===== src/rtl/add_norm_round.sv =====
// add_norm_round: normalize / round / pack stage that sits directly behind the
// binary64 adder. Three register stages with a valid/ready chain:
//   stage 1 holds the normalized significand and exponent,
//   stage 2 holds the rounded significand,
//   stage 3 holds the packed IEEE double and its exception flags.
// Each stage loads when it is empty or when the stage after it is advancing,
// so the pipe keeps one beat per cycle and holds at most three beats under
// backpressure.
module add_norm_round (
  input  logic        clk,
  input  logic        reset,
  input  logic        in_valid,
  output logic        in_ready,
  input  logic [10:0] es,
  input  logic [56:0] fs,
  input  logic        ss,
  input  logic [57:0] fls,
  input  logic [1:0]  RM,
  output logic        out_valid,
  input  logic        out_ready,
  output logic [63:0] result,
  output logic        ovf,
  output logic        unf,
  output logic        inx,
  output logic        inv
);

  localparam logic [1:0] RM_RNE = 2'b00;
  localparam logic [1:0] RM_RZ  = 2'b01;
  localparam logic [1:0] RM_RU  = 2'b10;
  localparam logic [1:0] RM_RD  = 2'b11;

  localparam logic [12:0] E_OVF = 13'd2047;

  // ---------------------------------------------------------------------------
  // Handshake chain
  // ---------------------------------------------------------------------------
  logic v1, v2, v3;
  logic en1, en2, en3;

  assign en3       = ~v3 | out_ready;
  assign en2       = ~v2 | en3;
  assign en1       = ~v1 | en2;
  assign in_ready  = en1;
  assign out_valid = v3;

  // fls[57] is spare and fls[52:51] are replaced by the forced quiet bit.
  logic unused_fls;
  assign unused_fls = ^{fls[57], fls[52:51]};

  // ---------------------------------------------------------------------------
  // Stage 1 combinational: normalize the raw sum
  // ---------------------------------------------------------------------------
  logic [12:0] n_ebase;
  logic [5:0]  n_lz;
  logic [12:0] n_lz13;
  logic [12:0] n_shmax;
  logic [12:0] n_sh13;
  logic [55:0] n_sig;
  logic [12:0] n_e;
  logic        n_zero;

  // Leading-zero count over fs[55:0]; the highest set bit wins, 56 when empty.
  always_comb begin
    n_lz = 6'd56;
    for (int i = 0; i < 56; i++) begin
      if (fs[i]) n_lz = 6'(55 - i);
    end
  end

  // Carry: shift right one and fold old R|S into sticky. Otherwise shift left
  // by the leading-zero count, but never below exponent 1 (denormal floor).
  always_comb begin
    n_ebase = (es == 11'd0) ? 13'd1 : {2'b00, es};
    n_lz13  = {7'd0, n_lz};
    n_shmax = n_ebase - 13'd1;
    n_sh13  = (n_lz13 < n_shmax) ? n_lz13 : n_shmax;
    if (fs[56]) begin
      n_sig = {fs[56:2], fs[1] | fs[0]};
      n_e   = n_ebase + 13'd1;
    end else begin
      n_sig = fs[55:0] << n_sh13[5:0];
      n_e   = n_ebase - n_sh13;
    end
    n_zero = fls[56] | (fs == 57'd0);
  end

  logic [55:0] s1_sig;
  logic [12:0] s1_e;
  logic        s1_ss;
  logic [1:0]  s1_rm;
  logic        s1_zero, s1_inv, s1_infs, s1_nans;
  logic [50:0] s1_nan;

  // Stage 1 register: normalized value plus the sideband that rides with it.
  always_ff @(posedge clk) begin
    if (reset) begin
      v1      <= 1'b0;
      s1_sig  <= '0;
      s1_e    <= '0;
      s1_ss   <= 1'b0;
      s1_rm   <= '0;
      s1_zero <= 1'b0;
      s1_inv  <= 1'b0;
      s1_infs <= 1'b0;
      s1_nans <= 1'b0;
      s1_nan  <= '0;
    end else if (en1) begin
      v1      <= in_valid;
      s1_sig  <= n_sig;
      s1_e    <= n_e;
      s1_ss   <= ss;
      s1_rm   <= RM;
      s1_zero <= n_zero;
      s1_inv  <= fls[55];
      s1_infs <= fls[54];
      s1_nans <= fls[53];
      s1_nan  <= fls[50:0];
    end
  end

  // ---------------------------------------------------------------------------
  // Stage 2 combinational: round
  // ---------------------------------------------------------------------------
  logic        r_l, r_g, r_r, r_s, r_grs, r_inc;
  logic [53:0] r_sum;
  logic [52:0] r_sig;
  logic [12:0] r_e;

  // Increment decision per rounding mode, then add into the 53-bit significand.
  // A denormal that rounds into bit 52 already carries exponent 1 from the
  // normalize floor, so it needs no exponent fix-up here.
  always_comb begin
    r_l   = s1_sig[3];
    r_g   = s1_sig[2];
    r_r   = s1_sig[1];
    r_s   = s1_sig[0];
    r_grs = r_g | r_r | r_s;
    case (s1_rm)
      RM_RNE:  r_inc = r_g & (r_r | r_s | r_l);
      RM_RZ:   r_inc = 1'b0;
      RM_RU:   r_inc = ~s1_ss & r_grs;
      RM_RD:   r_inc = s1_ss & r_grs;
      default: r_inc = 1'b0;
    endcase
    r_sum = {1'b0, s1_sig[55:3]} + {53'd0, r_inc};
    if (r_sum[53]) begin
      r_sig = r_sum[53:1];
      r_e   = s1_e + 13'd1;
    end else begin
      r_sig = r_sum[52:0];
      r_e   = s1_e;
    end
  end

  logic [52:0] s2_sig;
  logic [12:0] s2_e;
  logic        s2_inx;
  logic        s2_ss;
  logic [1:0]  s2_rm;
  logic        s2_zero, s2_inv, s2_infs, s2_nans;
  logic [50:0] s2_nan;

  // Stage 2 register: rounded significand and exponent.
  always_ff @(posedge clk) begin
    if (reset) begin
      v2      <= 1'b0;
      s2_sig  <= '0;
      s2_e    <= '0;
      s2_inx  <= 1'b0;
      s2_ss   <= 1'b0;
      s2_rm   <= '0;
      s2_zero <= 1'b0;
      s2_inv  <= 1'b0;
      s2_infs <= 1'b0;
      s2_nans <= 1'b0;
      s2_nan  <= '0;
    end else if (en2) begin
      v2      <= v1;
      s2_sig  <= r_sig;
      s2_e    <= r_e;
      s2_inx  <= r_grs;
      s2_ss   <= s1_ss;
      s2_rm   <= s1_rm;
      s2_zero <= s1_zero;
      s2_inv  <= s1_inv;
      s2_infs <= s1_infs;
      s2_nans <= s1_nans;
      s2_nan  <= s1_nan;
    end
  end

  // ---------------------------------------------------------------------------
  // Stage 3 combinational: pack, overflow, specials
  // ---------------------------------------------------------------------------
  logic [63:0] p_res;
  logic        p_ovf, p_unf, p_inx, p_to_inf;
  logic [10:0] p_exp;

  // Specials take priority NaN > Inf > Zero and suppress arithmetic flags.
  // Overflow saturates to inf or the largest finite value depending on
  // whether the rounding direction points away from zero.
  always_comb begin
    p_res    = '0;
    p_ovf    = 1'b0;
    p_unf    = 1'b0;
    p_inx    = 1'b0;
    p_exp    = '0;
    p_to_inf = (s2_rm == RM_RNE) | ((s2_rm == RM_RU) & ~s2_ss) |
               ((s2_rm == RM_RD) & s2_ss);
    if (s2_nans) begin
      p_res = {s2_ss, 11'h7FF, 1'b1, s2_nan};
    end else if (s2_infs) begin
      p_res = {s2_ss, 11'h7FF, 52'd0};
    end else if (s2_zero) begin
      p_res = {s2_ss, 63'd0};
    end else if (s2_e >= E_OVF) begin
      p_ovf = 1'b1;
      p_inx = 1'b1;
      p_res = p_to_inf ? {s2_ss, 11'h7FF, 52'd0}
                       : {s2_ss, 11'h7FE, {52{1'b1}}};
    end else begin
      p_exp = s2_sig[52] ? s2_e[10:0] : 11'd0;
      p_res = {s2_ss, p_exp, s2_sig[51:0]};
      p_inx = s2_inx;
      p_unf = ~s2_sig[52] & s2_inx;
    end
  end

  // Stage 3 register: the visible result; frozen while out_valid & ~out_ready.
  always_ff @(posedge clk) begin
    if (reset) begin
      v3     <= 1'b0;
      result <= '0;
      ovf    <= 1'b0;
      unf    <= 1'b0;
      inx    <= 1'b0;
      inv    <= 1'b0;
    end else if (en3) begin
      v3     <= v2;
      result <= p_res;
      ovf    <= p_ovf;
      unf    <= p_unf;
      inx    <= p_inx;
      inv    <= s2_inv;
    end
  end

endmodule


===== config.mk =====
export PLATFORM = sky130hd
export DESIGN_NAME = add_norm_round
export DESIGN_NICKNAME = d
export VERILOG_FILES = /design/src/rtl/add_norm_round.sv
export SDC_FILE = /design/constraint.sdc
export NUM_CORES = 1
export LEC_CHECK = 0
export ABC_AREA = 1
export BUFFER_PORTS_ARGS = -buffer_cell sky130_fd_sc_hd__buf_2
export CAP_MARGIN = 20
export CORE_AREA = 3 3 236 238
export CTS_BUF_LIST = sky130_fd_sc_hd__clkbuf_4 sky130_fd_sc_hd__clkbuf_8
export DETAILED_ROUTE_END_ITERATION = 12
export DIE_AREA = 0 0 239 241
export PLACE_DENSITY = 0.64
export SLEW_MARGIN = 25
export SYNTH_ARGS = -nofsm -noshare
export SYNTH_HDL_FRONTEND = slang
export SYNTH_SLANG_ARGS = --single-unit

===== constraint.sdc =====
create_clock -name clk -period 5.5 [get_ports clk]
set_clock_uncertainty 0.1 [all_clocks]
set_input_delay 0 -clock clk [delete_from_list [all_inputs] [get_ports clk]]
set_output_delay 0 -clock clk [all_outputs]
set_load 0.005 [all_outputs]

==> flow_summary_export.csv, run 1 <==
group,metric,value,unit
floorplanning,num_rows,85,
pwr,swShare,28.9,%
timing,relSlewSlack,37.9,%
grt,antenna_found_initial,1,
drt,drt_first_pass_iters,6,
grt,grt_max_degree,153,
synthesis,synth_edf_count,0,
synthesis,netlist_instances,2959,
grt,grt_usage,22.0,%
worst_setup_path,critical_path_class,"register to register",
timing,rsz0062_at_grt,"true",
synthesis,synthFlopType,"dfxtp_1",
synthesis,synth_common_cells,"nand2_1 (579), nor2_1 (392), nand3_1 (377)",
pwr,p_switching,1.66,mW
pwr,p_clk_share,37.2,%
drt,ant_nets,0,
synthesis,synth_cell_types,47,
timing,slew_violations,0,
synthesis,async_flop_share,0,%
layout,utilization,43.5,%
worst_hold_path,min_path_type,"input pin to register",
worst_setup_path,worst-endpoint-arrival,5400,ps
grt,grt_remaining_overflow,0,
synthesis,syn-cell-area,0.0187,mm^2
placement,dpl.hpwl,46.9,mm
layout,n_antenna_cell,0,
worst_setup_path,start_kind,"register",
worst_setup_path,cpPeakStageDelay,360,ps
timing,worst_pin_slew,931,ps
floorplanning,io_pins,203,
timing,holdWs,50.1,ps
worst_setup_path,cp-end-kind,"register",
synthesis,ys.warnings.count,0,
floorplanning,die_area,0.0576,mm^2
pwr,intPower,4.08,mW
pwr,p_seq_share,45.0,%
synthesis,synth_most_common_cell,"nand2_1",
placement,portBuffers,199,
layout,nets,3394,
drt,drt_iter0_markers,2178,
floorplanning,die_w,239,um
clocking,clkLatencyLatePin,580,ps
layout,drive_gt1_share,13.9,%
placement,preCtsSetupSlack,-15.8,ps
layout,areaGrowthSynthToFinish,24.9,%
pwr,power_frac_comb,17.9,%
pwr,p_leak,10.9,nW
synthesis,syn_avg_cell_area,6.33,um^2
pwr,vdd_drop_max,0.000122,V
synthesis,yosys.area.top_type_share,34.5,%
timing,setup_slack,471,ps
floorplanning,core-area,0.0538,mm^2
synthesis,synth_seq_cells,323,
worst_setup_path,r2r_cells,30,
timing,setup_viol,0,
drt,avgViaCountPerCell,5.24,
clocking,path_clk_slew,60,ps
layout,seq_area,0.00647,mm^2
worst_setup_path,worst_path_max_delay_cell,"nor4_4",
worst_setup_path,cp_common_cell,"inv_1",
drt,drc,0,
clocking,cts_max_level,2,
clocking,cts_tree,"built",
timing,hold_viol,0,
grt,grt_pass1_wl,103,mm
placement,gp_congestion,0.967,
timing,min_period,5030,ps
drt,wl,66.6,mm
synthesis,seq_area_frac_synth,34.5,%
run,maxCapViolCount,0,
status,status,"finished, final reports clean",
clocking,cts_buffers,50,
clocking,max-clock-path-buffers,3,
floorplanning,initial_core_util,34.8,%
worst_setup_path,cp.required,5870,ps
timing,fin_setup_tns,0,ps
worst_hold_path,hold-path-cell-count,5,
layout,multiInputGateArea,0.0108,mm^2
drt,wl_per_cell,16.7,um
grt,grt_pass1_vias,18700,
drt,num_vias,20900,
floorplanning,die_h,241,um
synthesis,yosysTopAreaCell,"dfxtp_1",
synthesis,ys_top_cells_by_area,"dfxtp_1 (35%), nand2_1 (12%), nand3_1 (10%)",
timing,post-route-period-util,91.4,%
worst_setup_path,cp_max_fo,3,
timing,fmax,199,MHz
pwr,powerDensity,246,mW/mm^2
clocking,cts.sinks,323,
pwr,total_power,5.75,mW
layout,nFillCells,5588,
clocking,root_buffer,"clkbuf_8",
synthesis,syn_nets,3108,
-- worst max-delay path, delay by kind of cell (launching register included) --
| kind | cells | cell delay, ps |
|---|---|---|
| compound gates | 3 | 610 |
| flops | 1 | 340 |
| buf+inv | 5 | 370 |
| simple gates | 21 | 3270 |
| fa+ha+maj | 1 | 250 |
-- layout make-up --
class                      count  area share, %
clock buffer                  83           4.45
clock inverter                 9          0.192
inverter                     221           3.59
multi-input combinational   2212           46.3
sequential                   323           27.6
tap                          696           3.72
timing repair buffer         437           14.1
-- power by group through the flow --
stage	clock, mW	combinational, mW	sequential (mW)
floorplan	0	0.596	2.60
global placement	0	0.906	2.63
detailed placement	0	0.906	2.63
CTS	2.19	0.992	2.58
global route	2.29	1.14	2.60
finish	2.14	1.03	2.59
-- through the flow --
step / std cells / cell area (um^2)
after floorplan: 2959 / 18700
after global placement: 3743 / 20600
after detailed placement: 3743 / 20600
after CTS: 3978 / 23100
after global routing: 3981 / 23400
final: 3981 / 23400
-- cells in the final DEF, fill, tap and decap left out, drive strengths merged, types with 38 or more instances in the layout --
cell | netlist | final
dlygate4sd3 | 0 | 140
clkbuf | 151 | 83
o21ai | 370 | 370
inv | 218 | 218
nand3 | 377 | 377
nor2 | 392 | 392
nand2 | 585 | 585
a21oi | 216 | 216
dfxtp | 323 | 323
xor2 | 44 | 44
nand4 | 38 | 38
a31oi | 47 | 47
buf | 52 | 287
-- registers in the layout (all words and copies together) (netlist names), 2 cells and up --
register and count:
s2_nan 51, s1_sig 56, s1_rm 2, s2_sig 53
s1_e 13, s2_rm 2, s2_e 13, s1_nan 51
result 64
-- what timing repair did --
| item | 4_1_cts | 5_1_grt |
|---|---|---|
| gates resized for setup | 1 | 76 |
| buffers inserted | 0 | 6 |
| hold buffers | 143 | 8 |
| setup endpoints to repair | 1 | 80 |
| endpoints found under the hold margin | 127 | 8 |
| pin swaps | 0 | 30 |
-- metal layers --
layer	routed length, um	global-route usage (%)	up-vias
met3	4540	2.29	127
met2	29000	34.6	767
met5	0	0	-
met4	2120	7.04	0
met1	30900	31.6	9475
li1	-	-	10500
-- kinds of logic (layout without fill, tap and decap cells) --
family	after synthesis	after routing	synth area share (%)
adders and majority gates	16	16	1.11
and+or+nand+nor	1450	1450	33.0
xor gates and xnor gates	57	57	2.66
DFF	323	323	34.5
AOI/OAI and AO/OA	689	689	19.6
buffers and inverters	424	750	9.12
-- path summary, 6_finish.rpt --
check                   from          to  slack (ps)
hold / removal     out_ready         ovf          50
setup reg to reg   s1_sig[2]    s2_e[11]         470
setup / recovery   s1_sig[2]    s2_e[11]         470
hold reg to reg   s2_sig[32]  s2_sig[32]         360
Power figures use the tool's default switching activity.
==> run 2: changes to the inputs <==
--- a/config.mk
+++ b/config.mk
@@ -8,10 +8,10 @@
 export ABC_AREA = 1
 export BUFFER_PORTS_ARGS = -buffer_cell sky130_fd_sc_hd__buf_2
 export CAP_MARGIN = 20
-export CORE_AREA = 3 3 236 238
+export CORE_AREA = 3 3 200 280
 export CTS_BUF_LIST = sky130_fd_sc_hd__clkbuf_4 sky130_fd_sc_hd__clkbuf_8
 export DETAILED_ROUTE_END_ITERATION = 12
-export DIE_AREA = 0 0 239 241
+export DIE_AREA = 0 0 203 283
 export PLACE_DENSITY = 0.64
 export SLEW_MARGIN = 25
 export SYNTH_ARGS = -nofsm -noshare
==> flow_summary_export.csv, run 2 (synthesis results as in run 1) <==
group,metric,value,unit
status,status,"finished, final reports clean",
worst_setup_path,cpPeakStageDelay,550,ps
timing,hold_viol,0,
grt,antenna_found_initial,1,
floorplanning,die_h,283,um
timing,setup_viol,0,
timing,holdWs,58.4,ps
drt,drt_iter0_markers,1594,
clocking,cts_max_level,2,
grt,grt_usage,24.4,%
grt,grt_pass1_wl,113,mm
clocking,path_clk_slew,60,ps
drt,avgViaCountPerCell,5.28,
layout,largestRegisters,"result (64), s1_sig (56), s2_sig (53)",
grt,grt_remaining_overflow,0,
layout,largest_reg_flops,64,
floorplanning,initial_core_util,35.1,%
placement,gp_congestion,0.976,
layout,drive_gt1_share,16.1,%
worst_setup_path,r2r_cells,29,
timing,relSlewSlack,37.2,%
worst_setup_path,cp-end-kind,"register",
worst_setup_path,critical_path_class,"input pin to register",
worst_setup_path,start_kind,"input pin",
floorplanning,die_w,203,um
layout,final_common_cell,"nand2_1",
worst_hold_path,hold-path-cell-count,3,
worst_setup_path,cp.depth,52,
timing,min_period,5220,ps
placement,portBuffers,199,
layout,areaGrowthSynthToFinish,29.1,%
worst_setup_path,reg2reg_from,"s1_sig[2]",
clocking,clkLatencyLatePin,590,ps
timing,rsz0062_at_grt,"true",
layout,final_cell_mix,"nand2_1 (573), nor2_1 (374), nand3_1 (372)",
worst_hold_path,holdPathEnd,"v1",
worst_setup_path,worst-endpoint-arrival,5620,ps
clocking,cts_buffers,48,
worst_hold_path,hold_start,"in_valid",
floorplanning,die_area,0.0574,mm^2
pwr,p_leak,11.2,nW
worst_setup_path,path_buf_inv,7,
floorplanning,num_rows,100,
run,maxCapViolCount,0,
worst_hold_path,min_path_type,"input pin to register",
timing,post-route-period-util,94.9,%
worst_setup_path,cp_max_fo,4,
drt,wl,73.3,mm
worst_setup_path,worst_path_max_delay_cell,"dlygate4sd3_1",
clocking,max-clock-path-buffers,3,
worst_setup_path,cp.required,5900,ps
worst_setup_path,cp_common_cell,"nand2_1",
floorplanning,core-area,0.0534,mm^2
layout,nets,3478,
clocking,cts_tree,"built",
clocking,cts.sinks,323,
worst_setup_path,path_delay_family,"simple AND/OR/NAND/NOR gates",
timing,slew_violations,0,
placement,dpl.hpwl,51.7,mm
drt,wl_per_cell,18.0,um
placement,postPlaceCellArea,0.0211,mm^2
floorplanning,io_pins,203,
clocking,root_buffer,"clkbuf_8",
drt,drt_first_pass_iters,7,
pwr,vdd_drop_max,0.000138,V
timing,worst_pin_slew,941,ps
layout,multiInputGateArea,0.0109,mm^2
layout,regMostFlops,"result",
drt,num_vias,21500,
layout,seq_area,0.00647,mm^2
pwr,powerDensity,245,mW/mm^2
drt,ant_nets,0,
drt,drc,0,
timing,fmax,192,MHz
grt,grt_max_degree,142,
worst_setup_path,critPathLaunch,"fs[5]",
layout,nFillCells,5622,
worst_setup_path,reg2reg_to,"s2_sig[52]",
grt,grt_pass1_vias,20300,
layout,finish.instance_area,0.0242,mm^2
worst_setup_path,reg2reg_slack,410,ps
[run 2: cell count changes in the layout (fill, tap and decap cells not counted), moves of 5 or more]
cell and change:
clkbuf_4 -5, dlygate4sd3_1 +15, buf_6 +6, clkbuf_8 -6, buf_4 +66
[run 2: worst max path at each step]
stage	to	slack [ps]
2_1_floorplan	s1_e[9]	360
3_3_place_gp	s1_e[9]	-270
3_5_place_dp	s1_e[9]	-280
4_1_cts	s2_e[11]	20
5_1_grt	s1_e[7]	-270
6_report	s1_e[7]	280
[run 2: area by class of cell]
type	instances	area share (%)
Multi-Input combinational cell	2212	45.1
Sequential cell	323	26.8
Timing Repair Buffer	523	16.5
Clock buffer	72	3.81
Tap cell	714	3.69
Inverter	221	3.47
Clock inverter	14	0.719
Antenna cell	1	0.0103
[run 2: where the power goes]
part / switching, mW / total, mW / leakage (nW) / internal [mW]
Sequential: 0.107 / 2.59 / 2.66 / 2.48
Clock: 0.966 / 2.23 / 0.585 / 1.26
Combinational: 0.659 / 1.11 / 7.95 / 0.451
Total: 1.73 / 5.93 / 11.2 / 4.19
[run 2: timing repair]
action	in CTS	in global routing
gates resized for setup	1	90
setup endpoints to repair	2	80
hold buffers	161	0
hold endpoints to repair	194	0
pin swaps	0	35
setup buffers	0	11
[run 2: worst reg2reg max path, delay by kind of cell (launching register included)]
| kind | cells | cell delay (ps) |
|---|---|---|
| adder cells (fa/ha/maj) | 2 | 390 |
| AO/OA/AOI/OAI | 2 | 470 |
| AND/OR/NAND/NOR | 20 | 3170 |
| flip-flops | 1 | 330 |
| XOR/XNOR | 1 | 240 |
| buffers and inverters | 4 | 290 |
[run 2: routing by layer]
metal | GRT usage, % | part of all wire, % | vias up
li1 | - | - | 10700
met1 | 31.3 | 42 | 9928
met2 | 41.0 | 47 | 768
met3 | 2.01 | 5.0 | 187
met4 | 12.5 | 5.8 | 0
met5 | 0 | 0 | -
[run 2: stage by stage]
| stage | power (mW) | std cells | setup slack, ps | TNS [ps] | util, % |
|---|---|---|---|---|---|
| 3_5_place_dp | 3.62 | 3825 | -280 | -1470 | 39.4 |
| 5_1_grt | 6.20 | 4080 | -267 | -3280 | 45.3 |
| 4_1_cts | 5.95 | 4072 | 20.3 | 0 | 44.5 |
| 6_report | 5.93 | 4080 | 279 | 0 | 45.3 |
| 2_1_floorplan | 3.20 | 2959 | 358 | 0 | - |
| 3_3_place_gp | 3.61 | 3825 | -266 | -2400 | 39.4 |
==> run 3: changes to the inputs <==
--- a/config.mk
+++ b/config.mk
@@ -12,7 +12,8 @@
 export CTS_BUF_LIST = sky130_fd_sc_hd__clkbuf_4 sky130_fd_sc_hd__clkbuf_8
 export DETAILED_ROUTE_END_ITERATION = 12
 export DIE_AREA = 0 0 203 283
-export PLACE_DENSITY = 0.64
+export GPL_TIMING_DRIVEN = 0
+export PLACE_DENSITY = 0.62
 export SLEW_MARGIN = 25
 export SYNTH_ARGS = -nofsm -noshare
 export SYNTH_HDL_FRONTEND = slang
==> constraint.sdc (replaced) <==
create_clock -name clk -period 5.3 [get_ports clk]
set_clock_uncertainty 0.1 [all_clocks]
set_input_delay 0 -clock clk [delete_from_list [all_inputs] [get_ports clk]]
set_output_delay 0 -clock clk [all_outputs]
set_load 0.005 [all_outputs]
==> flow_summary_export.csv, run 3 (synthesis results as in run 1) <==
group,metric,value,unit
floorplanning,initial_core_util,35.1,%
worst_hold_path,min_path_type,"input pin to register",
timing,fmax,189,MHz
pwr,p_leak,11.2,nW
floorplanning,core-area,0.0534,mm^2
worst_setup_path,cp.required,5720,ps
pwr,vdd_drop_max,0.000147,V
worst_setup_path,cp_max_fo,8,
pwr,p_clk_share,36.2,%
layout,areaGrowthSynthToFinish,32.4,%
pwr,p_seq_share,43.8,%
worst_setup_path,reg2reg_to,"s2_sig[52]",
floorplanning,die_w,203,um
placement,gp_congestion,1.09,
worst_setup_path,cp-end-kind,"register",
layout,final_common_cell,"nand2_1",
worst_setup_path,critical_path_class,"input pin to register",
drt,num_vias,22400,
layout,nets,3561,
timing,hold_viol,0,
placement,postPlaceCellArea,0.0206,mm^2
clocking,clkLatencyLatePin,610,ps
floorplanning,die_area,0.0574,mm^2
worst_setup_path,cpPeakStageDelay,810,ps
timing,slew_violations,0,
worst_setup_path,critPathLaunch,"es[9]",
grt,antenna_found_initial,5,
worst_setup_path,cp_common_cell,"nand2_1",
floorplanning,die_h,283,um
drt,drt_iter0_markers,1925,
worst_setup_path,worst_path_max_delay_cell,"nor2_1",
clocking,cts.sinks,323,
timing,fin_setup_tns,-2.08,ps
layout,final_cell_mix,"nand2_1 (537), nor2_1 (369), o21ai_0 (340)",
pwr,intPower,4.25,mW
layout,drive_gt1_share,17.5,%
worst_setup_path,reg2reg_slack,60,ps
layout,largestRegisters,"result (64), s1_sig (56), s2_sig (53)",
clocking,path_clk_slew,60,ps
grt,grt_pass1_vias,21800,
clocking,cts_max_level,2,
worst_setup_path,start_kind,"input pin",
drt,drt_first_pass_iters,5,
placement,dpl.hpwl,67.6,mm
timing,worst_pin_slew,1070,ps
worst_hold_path,hold-path-cell-count,6,
clocking,root_buffer,"clkbuf_8",
clocking,cts_buffers,48,
drt,avgViaCountPerCell,5.39,
timing,post-route-period-util,100,%
grt,grt_usage,28.7,%
timing,setup_slack,-2.08,ps
placement,portBuffers,198,
pwr,p_switching,1.89,mW
pwr,swShare,30.8,%
grt,grt_pass1_wl,127,mm
status,violations,"setup timing",
grt,grt_remaining_overflow,0,
drt,wl_per_cell,20.9,um
pwr,power_frac_comb,20.1,%
drt,ant_nets,0,
clocking,cts_tree,"built",
floorplanning,num_rows,100,
drt,wl,86.9,mm
placement,dpl.cell_count,3871,
worst_setup_path,r2r_cells,30,
clocking,max-clock-path-buffers,3,
timing,relSlewSlack,28.2,%
layout,largest_reg_flops,64,
timing,setup_viol,1,
worst_setup_path,worst-endpoint-arrival,5720,ps
layout,final_cells,4167,
worst_setup_path,reg2reg_from,"s1_sig[1]",
run,maxCapViolCount,0,
layout,finish.instance_area,0.0248,mm^2
worst_hold_path,hold_start,"fs[43]",
floorplanning,io_pins,203,
timing,rsz0062_at_grt,"true",
status,status,"complete, but fails checks",
drt,drc,0,
timing,min_period,5300,ps
pwr,powerDensity,248,mW/mm^2
grt,grt_max_degree,20,
layout,regMostFlops,"result",
worst_hold_path,holdPathEnd,"s1_sig[42]",
-- run 3: final cells by class --
type                       instances  area [um^2]
timing repair buffer             407         3020
buffer                           199         1000
clock inverter                    10          105
inverter                         221          842
antenna                            6         15.0
fill                            5644        28600
multi-input combinational       2212        11500
sequential                       323         6480
clock buffer                      75          938
tap                              714          893
-- run 3: critical path, delay by kind of cell --
kind	cells	cell delay, ps
XOR/XNOR	2	450
AO/OA/AOI/OAI	4	750
adder cells (fa/ha/maj)	3	980
buffers and inverters	9	1460
AND/OR/NAND/NOR	16	2050
-- run 3: layer usage --
metal,track usage [%],vias to the layer above,wire length [um]
met5,0,-,0
met4,21.6,0,7930
met3,3.58,371,5230
met2,50.8,989,41900
met1,31.0,10300,31800
li1,-,10800,-
-- run 3: power by group through the flow --
stage,combinational (mW),clock [mW],sequential [mW]
4_1_cts,1.11,2.25,2.68
2_1_floorplan,0.618,0,2.70
3_5_place_dp,1.00,0,2.74
6_report,1.23,2.22,2.69
3_3_place_gp,1.00,0,2.74
5_1_grt,1.34,2.34,2.71
-- run 3: worst max path at each step --
stage	endpoint
3_3_place_gp	s1_e[11]
2_1_floorplan	s1_e[9]
5_1_grt	s1_e[7]
4_1_cts	s2_e[11]
3_5_place_dp	s1_e[9]
6_report	s1_e[7]
-- run 3: timing repair --
action | CTS | global route
cloned | 1 | 0
endpoints found under the setup margin | 26 | 82
endpoints found under the hold margin | 137 | 0
setup buffers | 18 | 55
hold buffers | 137 | 0
gates resized for setup | 81 | 245
pin swaps | 28 | 86
-- run 3: metrics by stage --
stage | hold slack (ps) | utilization, % | total power, mW | setup WS [ps]
final | 11.1 | 46.4 | 6.15 | -2.08
after global routing | 0.0366 | 46.4 | 6.38 | -468
after global placement | 155 | 38.6 | 3.74 | -1430
after CTS | 7.76 | 44.1 | 6.05 | -36.6
after detailed placement | 163 | 38.6 | 3.74 | -1410
after floorplan | 24.1 | - | 3.32 | 158
